--- config.mk ---
export PLATFORM = sky130hd
export DESIGN_NAME = pivot_fault_cam
export DESIGN_NICKNAME = d
export VERILOG_FILES = /design/src/rtl/bira_pkg.sv /design/src/rtl/flt_entry_match.sv /design/src/rtl/pivot_fault_cam.sv
export SDC_FILE = /design/constraint.sdc
export NUM_CORES = 1
export LEC_CHECK = 0
export ABC_CLOCK_PERIOD_IN_PS = 4700
export BUFFER_PORTS_ARGS = -buffer_cell sky130_fd_sc_hd__buf_2
export CORE_MARGIN = 2
export CORE_UTILIZATION = 50
export CTS_CLUSTER_DIAMETER = 150
export CTS_CLUSTER_SIZE = 30
export DETAILED_ROUTE_END_ITERATION = 7
export GPL_ROUTABILITY_DRIVEN = 0
export PLACE_DENSITY_LB_ADDON = 0.12
export SYNTH_ARGS = -nofsm -noshare
export SYNTH_HDL_FRONTEND = slang
export SYNTH_SLANG_ARGS = --single-unit
--- constraint.sdc ---
create_clock -name clk -period 4.7 [get_ports clk]
set_clock_uncertainty 0.05 [all_clocks]
set_input_delay 0.705 -clock clk [delete_from_list [all_inputs] [get_ports clk]]
set_output_delay 0.705 -clock clk [all_outputs]
set_load 0.02 [all_outputs]
--- src/rtl/bira_pkg.sv ---
// Shared types and widths for the BIRA fault-collection CAM: entry layout,
// FSM state encoding and the "empty bank" marker.
package bira_pkg;
    localparam int ADDR_W = 10;
    localparam int BNK_W  = 2;

    localparam logic [BNK_W-1:0] BNK_EMPTY = '0;

    typedef enum logic [1:0] {
        IDLE,
        SEARCH,
        COMMIT
    } cam_state_t;

    typedef struct packed {
        logic [ADDR_W-1:0] row;
        logic [ADDR_W-1:0] col;
        logic [BNK_W-1:0]  bnk;
    } flt_entry_t;
endpackage

--- src/rtl/flt_entry_match.sv ---
// Per-slot comparator: does the latched fault share a row/column with this
// entry in the same bank, and is it an exact copy of it.
module flt_entry_match
    import bira_pkg::*;
(
    input  flt_entry_t flt_i,
    input  flt_entry_t ent_i,
    output logic       rc_hit,
    output logic       exact_hit
);
    logic bank_ok;

    // An empty slot carries bank 0 and therefore never matches anything.
    assign bank_ok   = (ent_i.bnk != BNK_EMPTY) && (ent_i.bnk == flt_i.bnk);
    assign rc_hit    = bank_ok && ((ent_i.row == flt_i.row) || (ent_i.col == flt_i.col));
    assign exact_hit = bank_ok && (ent_i.row == flt_i.row) && (ent_i.col == flt_i.col);
endmodule

--- src/rtl/pivot_fault_cam.sv ---
// Pivot / non-pivot fault collector for BIRA. Define BIRA_DUP_FILTER_EN to drop
// exact duplicates of stored entries instead of consuming a non-pivot slot.
module pivot_fault_cam #(
    parameter int PIVOT_N = 8,
    parameter int NPIV_N  = 8,
    parameter int ADDR_W  = bira_pkg::ADDR_W,
    parameter int BNK_W   = bira_pkg::BNK_W
) (
    input  logic                                clk,
    input  logic                                rst,
    input  logic                                flt_valid,
    output logic                                flt_ready,
    input  logic [ADDR_W-1:0]                   flt_row,
    input  logic [ADDR_W-1:0]                   flt_col,
    input  logic [BNK_W-1:0]                    flt_bnk,
    output logic [PIVOT_N*ADDR_W-1:0]           pvt_row,
    output logic [PIVOT_N*ADDR_W-1:0]           pvt_col,
    output logic [PIVOT_N*BNK_W-1:0]            pvt_bnk,
    output logic [NPIV_N*ADDR_W-1:0]            npv_row,
    output logic [NPIV_N*ADDR_W-1:0]            npv_col,
    output logic [NPIV_N*BNK_W-1:0]             npv_bnk,
    output logic [NPIV_N*$clog2(PIVOT_N)-1:0]   npv_pid,
    output logic [$clog2(PIVOT_N+1)-1:0]        pvt_cnt,
    output logic [$clog2(NPIV_N+1)-1:0]         npv_cnt,
    output logic                                overflow
);
    import bira_pkg::*;

    localparam int PID_W = $clog2(PIVOT_N);
    localparam int PC_W  = $clog2(PIVOT_N + 1);
    localparam int NC_W  = $clog2(NPIV_N + 1);
    localparam logic [PC_W-1:0] PVT_FULL = PC_W'(PIVOT_N);
    localparam logic [NC_W-1:0] NPV_FULL = NC_W'(NPIV_N);

    cam_state_t         state_q;
    flt_entry_t         flt_q;
    flt_entry_t         pvt_q [PIVOT_N];
    flt_entry_t         npv_q [NPIV_N];
    logic [PID_W-1:0]   pid_q [NPIV_N];
    logic [PC_W-1:0]    pvt_cnt_q;
    logic [NC_W-1:0]    npv_cnt_q;
    logic               overflow_q;
    logic               hit_q, dup_q;
    logic [PID_W-1:0]   hit_idx_q;

    logic               hit_d, dup_d, dup_any;
    logic [PID_W-1:0]   hit_idx_d;
    logic [PIVOT_N-1:0] pvt_rc, pvt_ex;
    logic [NPIV_N-1:0]  npv_rc_unused, npv_ex;

    genvar gi;
    generate
        for (gi = 0; gi < PIVOT_N; gi++) begin : g_pvt
            flt_entry_match u_match (
                .flt_i     (flt_q),
                .ent_i     (pvt_q[gi]),
                .rc_hit    (pvt_rc[gi]),
                .exact_hit (pvt_ex[gi])
            );
            assign pvt_row[gi*ADDR_W +: ADDR_W] = pvt_q[gi].row;
            assign pvt_col[gi*ADDR_W +: ADDR_W] = pvt_q[gi].col;
            assign pvt_bnk[gi*BNK_W +: BNK_W]   = pvt_q[gi].bnk;
        end
        for (gi = 0; gi < NPIV_N; gi++) begin : g_npv
            flt_entry_match u_match (
                .flt_i     (flt_q),
                .ent_i     (npv_q[gi]),
                .rc_hit    (npv_rc_unused[gi]),
                .exact_hit (npv_ex[gi])
            );
            assign npv_row[gi*ADDR_W +: ADDR_W] = npv_q[gi].row;
            assign npv_col[gi*ADDR_W +: ADDR_W] = npv_q[gi].col;
            assign npv_bnk[gi*BNK_W +: BNK_W]   = npv_q[gi].bnk;
            assign npv_pid[gi*PID_W +: PID_W]   = pid_q[gi];
        end
    endgenerate

    assign dup_any = (|pvt_ex) | (|npv_ex);

`ifdef BIRA_DUP_FILTER_EN
    assign dup_d = dup_any;
`else
    logic dup_unused;
    assign dup_unused = dup_any;
    assign dup_d      = 1'b0;
`endif

    // Descending scan so the lowest hitting slot wins as parent.
    always_comb begin
        hit_d     = |pvt_rc;
        hit_idx_d = '0;
        for (int i = PIVOT_N - 1; i >= 0; i--) begin
            if (pvt_rc[i]) hit_idx_d = PID_W'(i);
        end
    end

    assign flt_ready = (state_q == IDLE) && !rst;
    assign pvt_cnt   = pvt_cnt_q;
    assign npv_cnt   = npv_cnt_q;
    assign overflow  = overflow_q;

    always_ff @(posedge clk) begin
        if (rst) begin
            state_q    <= IDLE;
            flt_q      <= '0;
            pvt_cnt_q  <= '0;
            npv_cnt_q  <= '0;
            overflow_q <= 1'b0;
            hit_q      <= 1'b0;
            dup_q      <= 1'b0;
            hit_idx_q  <= '0;
            for (int i = 0; i < PIVOT_N; i++) pvt_q[i] <= '0;
            for (int i = 0; i < NPIV_N; i++) begin
                npv_q[i] <= '0;
                pid_q[i] <= '0;
            end
        end else begin
            case (state_q)
                IDLE: begin
                    if (flt_valid) begin
                        flt_q   <= '{row: flt_row, col: flt_col, bnk: flt_bnk};
                        state_q <= SEARCH;
                    end
                end
                SEARCH: begin
                    hit_q     <= hit_d;
                    hit_idx_q <= hit_idx_d;
                    dup_q     <= dup_d;
                    state_q   <= COMMIT;
                end
                COMMIT: begin
                    state_q <= IDLE;
                    if (flt_q.bnk == BNK_EMPTY || overflow_q || dup_q) begin
                        // discarded
                    end else if (hit_q) begin
                        if (npv_cnt_q < NPV_FULL) begin
                            for (int i = 0; i < NPIV_N; i++) begin
                                if (npv_cnt_q == NC_W'(i)) begin
                                    npv_q[i] <= flt_q;
                                    pid_q[i] <= hit_idx_q;
                                end
                            end
                            npv_cnt_q <= npv_cnt_q + NC_W'(1);
                        end else begin
                            overflow_q <= 1'b1;
                        end
                    end else begin
                        if (pvt_cnt_q < PVT_FULL) begin
                            for (int i = 0; i < PIVOT_N; i++) begin
                                if (pvt_cnt_q == PC_W'(i)) pvt_q[i] <= flt_q;
                            end
                            pvt_cnt_q <= pvt_cnt_q + PC_W'(1);
                        end else begin
                            overflow_q <= 1'b1;
                        end
                    end
                end
                default: state_q <= IDLE;
            endcase
        end
    end
endmodule

==> results.rst, run 1 <==
.. list-table::
   :header-rows: 1

   * - Metric
     - Value
   * - Filler Cells Inserted
     - 2782
   * - Cell chain of the critical path
     - nor2b_1, and4bb_2, nor2b_1, nand2_2, nand2_1
   * - Count of hold-fix buffers inserted at cts
     - 0
   * - Number of synthesized flops with an enable pin
     - 376
   * - Commonest non-fill, non-tap cell in the layout
     - sky130_fd_sc_hd__buf_2
   * - Startpoint-to-endpoint class of the critical path
     - reg2reg
   * - Net switching share of the total power
     - 26.3%
   * - Layout area overhead
     - 17.1%
   * - Slew of the pin with the lowest slew margin
     - 1200 ps
   * - CTS H-tree lvls
     - 1
   * - Endpoint type of the worst setup path
     - flip-flop
   * - Comb pwr share
     - 11.2%
   * - Seq/Total Area, Yosys
     - 73.0%
   * - Max-cap check violation count
     - 0
   * - GRT busiest layer
     - met2
   * - Synth warnings
     - 0
   * - Routed WL
     - 49600 um
   * - Switching power summed over all nets
     - 1820 uW
   * - Most used cells in the layout excluding fill and tap cells
     - sky130_fd_sc_hd__buf_2, sky130_fd_sc_hd__edfxtp_1, sky130_fd_sc_hd__nor2_1
   * - Count of pins on the block boundary
     - 411
   * - Path type of the worst min-delay path
     - in2reg
   * - Static power due to leakage
     - 0.00791 uW
   * - Ranking of synthesized cells by area
     - sky130_fd_sc_hd__edfxtp_1, sky130_fd_sc_hd__nor2_1, sky130_fd_sc_hd__xor2_1, sky130_fd_sc_hd__dfxtp_1, sky130_fd_sc_hd__xnor2_1
   * - Global route total overflow
     - 0
   * - Crit path required time
     - 4810 ps
   * - Largest stage delay on the critical path
     - 970 ps
   * - Clock Path Buffers
     - 3
   * - Final cycle utilization of the critical path
     - 79.5%
   * - RSZ-0062 raised after global routing
     - no
   * - Cell at the root of the clock tree
     - sky130_fd_sc_hd__clkbuf_16
   * - Count of endpoints failing hold in the final timing report
     - 0
   * - P_int
     - 5110 uW
   * - Depth of the worst hold-timing path
     - 2
   * - Pins over their slew limit
     - 0
   * - Gate Count Post-Synth
     - 1198
   * - Minimum setup slack after placement
     - 1020 ps
   * - Row cnt
     - 66
   * - Most used flip-flop cell after synthesis
     - sky130_fd_sc_hd__edfxtp_1
   * - Maximum number of pins on one net before global-route repair
     - 47
   * - Detailed Place HPWL
     - 35200 um
   * - Area of the mapped netlist
     - 0.0165 mm^2
   * - Total nets after synthesis
     - 1231
   * - Clock period minus worst slack
     - 3740 ps
   * - Syn Area/Cell
     - 13.8 um^2
   * - Dominant cell type by area after synthesis
     - sky130_fd_sc_hd__edfxtp_1
   * - Number of placed cells counting well taps
     - 1984
   * - Post-route insts no fill
     - 2014
   * - Die area
     - 0.0344 mm^2
   * - Final Setup Violations
     - 0
   * - Proportion of netlist area held by the largest area contributor
     - 68.5%
   * - DRC
     - 0
   * - Clock edge transition at the registers on the reported setup and hold paths
     - 120 ps
   * - Worst relative slew slack
     - 19.5%
   * - Starting Density
     - 50.7%
   * - Detail-routed net length per standard cell
     - 24.6 um
   * - Worst vdd ir
     - 0.000294 V
   * - Avg Vias per Cell
     - 5.39
   * - CTS tree
     - done
   * - Sum Neg Setup Slack
     - 0 ps
   * - GRT met2 Usage
     - 45.1%
   * - Cell repeated most along the worst path
     - sky130_fd_sc_hd__nor2b_1
   * - Overall global routing resource usage
     - 28.2%
   * - Met3 usage in global routing
     - 8.69%
   * - Iteration-0 DRC Markers
     - 926
   * - Share of synthesized registers carrying an async set or reset
     - 0%
   * - Crit path max fanout
     - 26
   * - Sequential fraction of design power
     - 62.9%
   * - Overall via count from detail_route
     - 10900
   * - TritonCTS buffer count
     - 17
   * - Logic depth of the worst register-to-register path
     - 5
   * - Net count reported at finish
     - 1594
   * - Worst skew pair latency
     - 540 ps
   * - Run status
     - complete, no violations
   * - Clock share of power
     - 25.9%
   * - Number of buffers inserted by post-CTS setup repair
     - 0
   * - Via count of the first global-routing pass
     - 10500
   * - Fraction of layout instances using a drive strength above 1
     - 29.5%
   * - Total core area
     - 0.0325 mm^2
   * - Critical Path Start Type
     - flip-flop
   * - Total power per unit cell area
     - 359 mW/mm^2
   * - Number of buffer cells added on primary ports
     - 410
   * - Yosys reg bits
     - 413
   * - Met1 global-route usage
     - 37.6%
   * - Achievable clock frequency
     - 268 MHz
   * - Die W
     - 186 um
   * - Post-synth cell types
     - 51
   * - Master of the slowest instance on the critical path
     - sky130_fd_sc_hd__nand2_1
   * - Worst setup slack after layout
     - 963 ps
   * - Count of cells resized by post-cts repair
     - 0
   * - Count of nets left with antenna violations after detail routing
     - 0
   * - Number of antenna violations at the first check in global routing
     - 1
   * - First-pass DRT Iterations
     - 5
   * - First-pass GRT wire length
     - 69100 um
   * - Die Y-Extent
     - 186 um
   * - Critical path data arrival time
     - 3850 ps
   * - Clk sinks
     - 413
-- per-layer routing --
| metal | vias up | share of wire (%) |
|---|---|---|
| met2 | 583 | 46 |
| met5 | - | 0 |
| met1 | 5381 | 39 |
| met4 | 0 | 2.6 |
| li1 | 4837 | - |
| met3 | 63 | 12 |
-- flip-flops by register name, indices dropped and copies added, names as in the netlist --
signal and count:
hit_q 1, npv_cnt 4, overflow 1, pid_q 24
state_q 2, hit_idx_q 3, pvt_q 176, pvt_cnt 4
flt_q 22, npv_q 176
-- power groups by stage --
stage	registers, uW	logic, uW	clock network, uW
2_1_floorplan	4500	385	0
3_3_place_gp	4440	771	0
3_5_place_dp	4440	781	0
4_1_cts	4360	783	1820
5_1_grt	4380	836	1940
6_report	4360	779	1800
-- worst max-delay path, delay by kind of cell (launching register included) --
kind	cells	cell delay (ps)
flip-flops	1	410
AND/OR/NAND/NOR	5	2900
-- synthesized netlist by cell type (all sizes together) (2+ instances only) --
library cell,instances
inv,34
o21ai,2
o32ai,5
o41ai,2
nor3b,3
nand2b,3
nand4,19
nand2,63
clkbuf,39
o22a,22
nor4bb,2
nor2,297
nor2b,5
dfxtp,37
and2,2
ha,8
a21oi,4
xor2,93
buf,42
nand3,10
or2,2
edfxtp,376
a41oi,3
nor4,22
a31oi,6
nor3,5
xnor2,78
nor4b,2
mux2i,3
-- final timing paths --
check,endpoint,start,slack (ps)
worst max-delay path,npv_q[0][74],state_q[1],960
worst min-delay path,flt_q[18],flt_row[6],340
worst max register to register,npv_q[0][74],state_q[1],960
worst min register to register,overflow,overflow,460
-- logic make-up (layout without fill, tap and decap cells) --
kind of cell	count (synthesis)	in the layout	share of synthesized area (%)
AO/OA/AOI/OAI	50	50	2.68
XOR/XNOR	171	171	9.08
adder cells (fa/ha/maj)	8	8	0.607
buffers and inverters	115	488	3.02
flip-flops	413	413	73.0
multiplexers	3	3	0.182
other	0	1	0
AND/OR/NAND/NOR	438	438	11.4
-- layout make-up --
type,instances,area (um^2),share of cell area (%)
multi-input combinational,670,3960,20.5
clock inverter,1,8.76,0.0454
antenna,1,2.50,0.0130
tap,442,553,2.86
clock buffer,28,467,2.42
inverter,34,128,0.661
sequential,413,12000,62.3
timing repair buffer,425,2160,11.2
-- metrics by stage --
step	hold WS [ps]	cell area [um^2]	util, %	power (uW)
2_1_floorplan	472	16500	-	4890
3_3_place_gp	412	18800	57.9	5210
3_5_place_dp	426	18800	57.9	5220
4_1_cts	332	19300	59.3	6960
5_1_grt	333	19300	59.3	7150
6_report	343	19300	59.4	6940
Power figures use the tool's default switching activity.
==> run 2: changes to the inputs <==
--- a/config.mk
+++ b/config.mk
@@ -5,7 +5,8 @@
 export SDC_FILE = /design/constraint.sdc
 export NUM_CORES = 1
 export LEC_CHECK = 0
-export ABC_CLOCK_PERIOD_IN_PS = 4700
+export ABC_AREA = 1
+export ABC_CLOCK_PERIOD_IN_PS = 3600
 export BUFFER_PORTS_ARGS = -buffer_cell sky130_fd_sc_hd__buf_2
 export CORE_MARGIN = 2
 export CORE_UTILIZATION = 50
==> constraint.sdc (replaced) <==
create_clock -name clk -period 3.6 [get_ports clk]
set_clock_uncertainty 0.05 [all_clocks]
set_input_delay 0.54 -clock clk [delete_from_list [all_inputs] [get_ports clk]]
set_output_delay 0.54 -clock clk [all_outputs]
set_load 0.02 [all_outputs]
==> run 2 against run 1 <==
Effect of this change:
- combinational power rose by 46%
- sequential power rose by 30%
- setup slack got worse by 42 ps
- core utilization rose by 0.38 points
- register-to-register slack got worse by 40 ps
- synthesized cell count rose by 22%
- flip-flop and latch count did not move
- synthesized area rose by 4.2%
- maximum frequency rose by 39%
- largest cell class unchanged
- highest routed layer unchanged
==> results.rst, run 2 <==
.. list-table::
   :header-rows: 1

   * - Metric
     - Value
   * - Run status
     - complete, no violations
   * - Filler Cells Inserted
     - 2799 (+0.61%)
   * - Critical path data arrival time
     - 2840 ps (-1010 ps)
   * - Most used flip-flop cell after synthesis
     - sky130_fd_sc_hd__edfxtp_1
   * - Register-to-register setup slack
     - 920 ps (-40 ps)
   * - Most frequent cell after synthesis
     - sky130_fd_sc_hd__edfxtp_1
   * - Path type of the worst min-delay path
     - in2reg
   * - Sum Neg Setup Slack
     - 0 ps (unchanged)
   * - Net count reported at finish
     - 1878 (+18%)
   * - Pins over their slew limit
     - 0 (unchanged)
   * - Crit path max fanout
     - 26 (unchanged)
   * - Worst flop-to-flop path endpoint
     - npv_q[1][11]
   * - CTS H-tree lvls
     - 1 (unchanged)
   * - Most used cells in the layout excluding fill and tap cells
     - sky130_fd_sc_hd__buf_2, sky130_fd_sc_hd__edfxtp_1, sky130_fd_sc_hd__nor2_1
   * - Startpoint-to-endpoint class of the critical path
     - reg2reg
   * - Iteration-0 DRC Markers
     - 984 (+6.3%)
   * - Cell at the root of the clock tree
     - sky130_fd_sc_hd__clkbuf_16
   * - Minimum setup slack after placement
     - 945 ps (-74.2 ps)
   * - Commonest non-fill, non-tap cell in the layout
     - sky130_fd_sc_hd__buf_2
   * - Proportion of netlist area held by the largest area contributor
     - 65.7% (-2.8 points)
   * - Count of nets left with antenna violations after detail routing
     - 0 (unchanged)
   * - RSZ-0062 raised after global routing
     - no
   * - Logic depth of the worst register-to-register path
     - 11 (+6)
   * - Slew of the pin with the lowest slew margin
     - 1140 ps (-68.1 ps)
   * - Simple-gate share of the synthesized area
     - 17.4% (+5.9 points)
   * - Count of hold-fix buffers inserted at cts
     - 0 (unchanged)
   * - Worst setup slack after layout
     - 921 ps (-41.8 ps)
   * - Overall via count from detail_route
     - 12200 (+12%)
   * - Clk sinks
     - 413 (unchanged)
   * - Met3 usage in global routing
     - 7.28% (-1.4 points)
   * - DRC
     - 0 (unchanged)
   * - CTS tree
     - done
   * - Synth warnings
     - 0 (unchanged)
   * - Final cycle utilization of the critical path
     - 74.4% (-5.1 points)
   * - Total core area
     - 0.0337 mm^2 (+3.6%)
   * - Clock edge transition at the registers on the reported setup and hold paths
     - 110 ps (about the same)
   * - Post-route insts no fill
     - 2303 (+14%)
   * - Detailed Place HPWL
     - 38900 um (+10%)
   * - TritonCTS buffer count
     - 17 (unchanged)
   * - P_int
     - 6700 uW (+31%)
   * - Gate Count Post-Synth
     - 1464 (+22%)
   * - Switching power summed over all nets
     - 2430 uW (+33%)
   * - Worst vdd ir
     - 0.000268 V (-9.0%)
   * - Detail-routed net length per standard cell
     - 22.5 um (-8.8%)
   * - Via count of the first global-routing pass
     - 11500 (+9.4%)
   * - Post-synth cell types
     - 39 (-24%)
   * - Count of pins on the block boundary
     - 411 (unchanged)
   * - Largest family of logic cells by synthesized area
     - simple AND/OR/NAND/NOR gates
   * - Achievable clock frequency
     - 373 MHz (+39%)
   * - Final Setup Violations
     - 0 (unchanged)
   * - Seq/Total Area, Yosys
     - 70.0% (-3.0 points)
   * - Critical Path Start Type
     - flip-flop
   * - Number of placed cells counting well taps
     - 2274 (+15%)
   * - Area fraction in compound gates after synthesis
     - 2.02% (-0.66 points)
   * - Routed WL
     - 51700 um (+4.3%)
   * - First-pass DRT Iterations
     - 6 (+1)
   * - Number of buffer cells added on primary ports
     - 410 (unchanged)
   * - Number of synthesized flops with an enable pin
     - 376 (unchanged)
   * - Worst Hold Path EP
     - flt_q[9]
   * - First-pass GRT wire length
     - 74400 um (+7.7%)
   * - Endpoint type of the worst setup path
     - flip-flop
   * - Maximum number of pins on one net before global-route repair
     - 32 (-32%)
   * - Worst skew pair latency
     - 540 ps (about the same)
   * - Yosys reg bits
     - 413 (unchanged)
   * - GRT met2 Usage
     - 45.1% (about the same)
   * - Net switching share of the total power
     - 26.6% (+0.35 points)
   * - Clock period minus worst slack
     - 2680 ps (-1060 ps)
   * - Crit path required time
     - 3760 ps (-1050 ps)
   * - Adder-Cell Fraction of Synth Area
     - 0.582% (-0.025 points)
   * - Met1 global-route usage
     - 39.3% (+1.7 points)
   * - Starting Density
     - 51.0% (+0.33 points)
   * - Total power per unit cell area
     - 453 mW/mm^2 (+26%)
   * - Clock Path Buffers
     - 3 (unchanged)
   * - Max-cap check violation count
     - 0 (unchanged)
   * - Area of the mapped netlist
     - 0.0172 mm^2 (+4.2%)
   * - Ranking of synthesized cells by area
     - sky130_fd_sc_hd__edfxtp_1, sky130_fd_sc_hd__nor2_1, sky130_fd_sc_hd__dfxtp_1, sky130_fd_sc_hd__nand2_1, sky130_fd_sc_hd__xnor2_1
   * - Ant. Diodes
     - 0 (-1)
   * - R2r startpoint
     - flt_q[1]
   * - Overall global routing resource usage
     - 28.4% (+0.15 points)
   * - Die W
     - 189 um (+2.1%)
   * - Xor/xnor share of the synthesized area
     - 4.79% (-4.3 points)
   * - Dominant cell type by area after synthesis
     - sky130_fd_sc_hd__edfxtp_1
   * - Die Y-Extent
     - 189 um (+2.1%)
   * - Top flop regs
     - npv_q: 176 flops, pvt_q: 176 flops, pid_q: 24 flops
   * - GRT busiest layer
     - met2
   * - Fraction of layout instances using a drive strength above 1
     - 30.1% (+0.61 points)
   * - Number of antenna violations at the first check in global routing
     - 0 (-1)
   * - Count of endpoints failing hold in the final timing report
     - 0 (unchanged)
   * - Number of buffers inserted by post-CTS setup repair
     - 0 (unchanged)
   * - Clock share of power
     - 25.6% (-0.3 points)
   * - Share of cell area taken by muxes after synthesis
     - 0% (-0.18 points)
   * - Sequential fraction of design power
     - 61.9% (-1.0 points)
   * - Launch point of the worst hold path
     - flt_col[7]
   * - Row cnt
     - 67 (+1.5%)
   * - Comb pwr share
     - 12.4% (+1.2 points)
   * - Count of cells resized by post-cts repair
     - 0 (unchanged)
   * - Die area
     - 0.0359 mm^2 (+4.1%)
   * - Share of synthesized registers carrying an async set or reset
     - 0% (unchanged)
   * - Static power due to leakage
     - 0.00836 uW (+5.7%)
   * - Syn Area/Cell
     - 11.7 um^2 (-15%)
   * - Total nets after synthesis
     - 1497 (+22%)
   * - Global route total overflow
     - 0 (unchanged)
   * - Worst relative slew slack
     - 24.1% (+4.6 points)
   * - Layout area overhead
     - 17.1% (about the same)
   * - Top cells by instance count after synthesis
     - sky130_fd_sc_hd__edfxtp_1, sky130_fd_sc_hd__nor2_1, sky130_fd_sc_hd__nand2_1
   * - Depth of the worst hold-timing path
     - 3 (+1)
   * - Avg Vias per Cell
     - 5.30 (-1.7%)
## run 2: logic make-up (layout without fill, tap and decap cells)
kind of cell             count (synthesis)  count (layout)
AO/OA/AOI/OAI                           57              57
AND/OR/NAND/NOR                        684             684
adder cells (fa/ha/maj)                  8               8
XOR/XNOR                                94              94
flip-flops                             413             413
buffers and inverters                  208             599
## run 2: how the worst max path moves through the flow
stage / start / endpoint / slack (ps) / cells past startpoint
6_report: flt_q[1] / npv_q[1][11] / 920 / 11
3_3_place_gp: rst / npv_q[0][75] / 1020 / 5
2_1_floorplan: flt_q[1] / npv_q[1][44] / 190 / 9
3_5_place_dp: flt_q[1] / npv_q[1][9] / 940 / 11
5_1_grt: flt_q[1] / pvt_q[0][5] / 760 / 9
4_1_cts: flt_q[1] / npv_q[1][11] / 920 / 11
## run 2: metrics by stage
step,util [%],hold slack (ps),power [uW],area [um^2]
after floorplan,-,451,6440,17200
final,59.7,181,9120,20100
after global placement,58.3,456,6880,19700
after detailed placement,58.3,467,6890,19700
after CTS,59.7,168,9140,20100
after global routing,59.7,176,9410,20100
## run 2: final cells by class
type | instances | area, um^2 | area share, %
clock buffers | 28 | 467 | 2.32
multi-input cells | 843 | 4280 | 21.3
flip-flops and latches | 413 | 12000 | 59.8
inverters | 131 | 499 | 2.48
repair buffers | 439 | 2280 | 11.3
well taps | 448 | 561 | 2.78
clock inverters | 1 | 8.76 | 0.0435
## run 2: power by group through the flow
stage,logic (uW),registers [uW],clock network [uW]
floorplan,556,5880,0
finish,1140,5650,2340
global route,1230,5670,2500
global placement,1120,5750,0
detailed placement,1130,5760,0
CTS,1140,5650,2350
## run 2: metal layers
metal  vias up  part of all wire (%)
li1       5554                     -
met1      5960                    40
met2       631                    46
met3        63                    11
met4         0                   2.2
met5         -                     0
## run 2: critical path, cell delays in order (launching register included)
cell	delay [ps]
sky130_fd_sc_hd__dfxtp_1	660
sky130_fd_sc_hd__inv_4	80
sky130_fd_sc_hd__a21oi_4	220
sky130_fd_sc_hd__inv_2	80
sky130_fd_sc_hd__nor3_4	180
sky130_fd_sc_hd__inv_2	90
sky130_fd_sc_hd__nor2_2	100
sky130_fd_sc_hd__inv_2	80
sky130_fd_sc_hd__nor2_4	90
sky130_fd_sc_hd__inv_2	250
sky130_fd_sc_hd__nand2_1	130
sky130_fd_sc_hd__buf_4	340
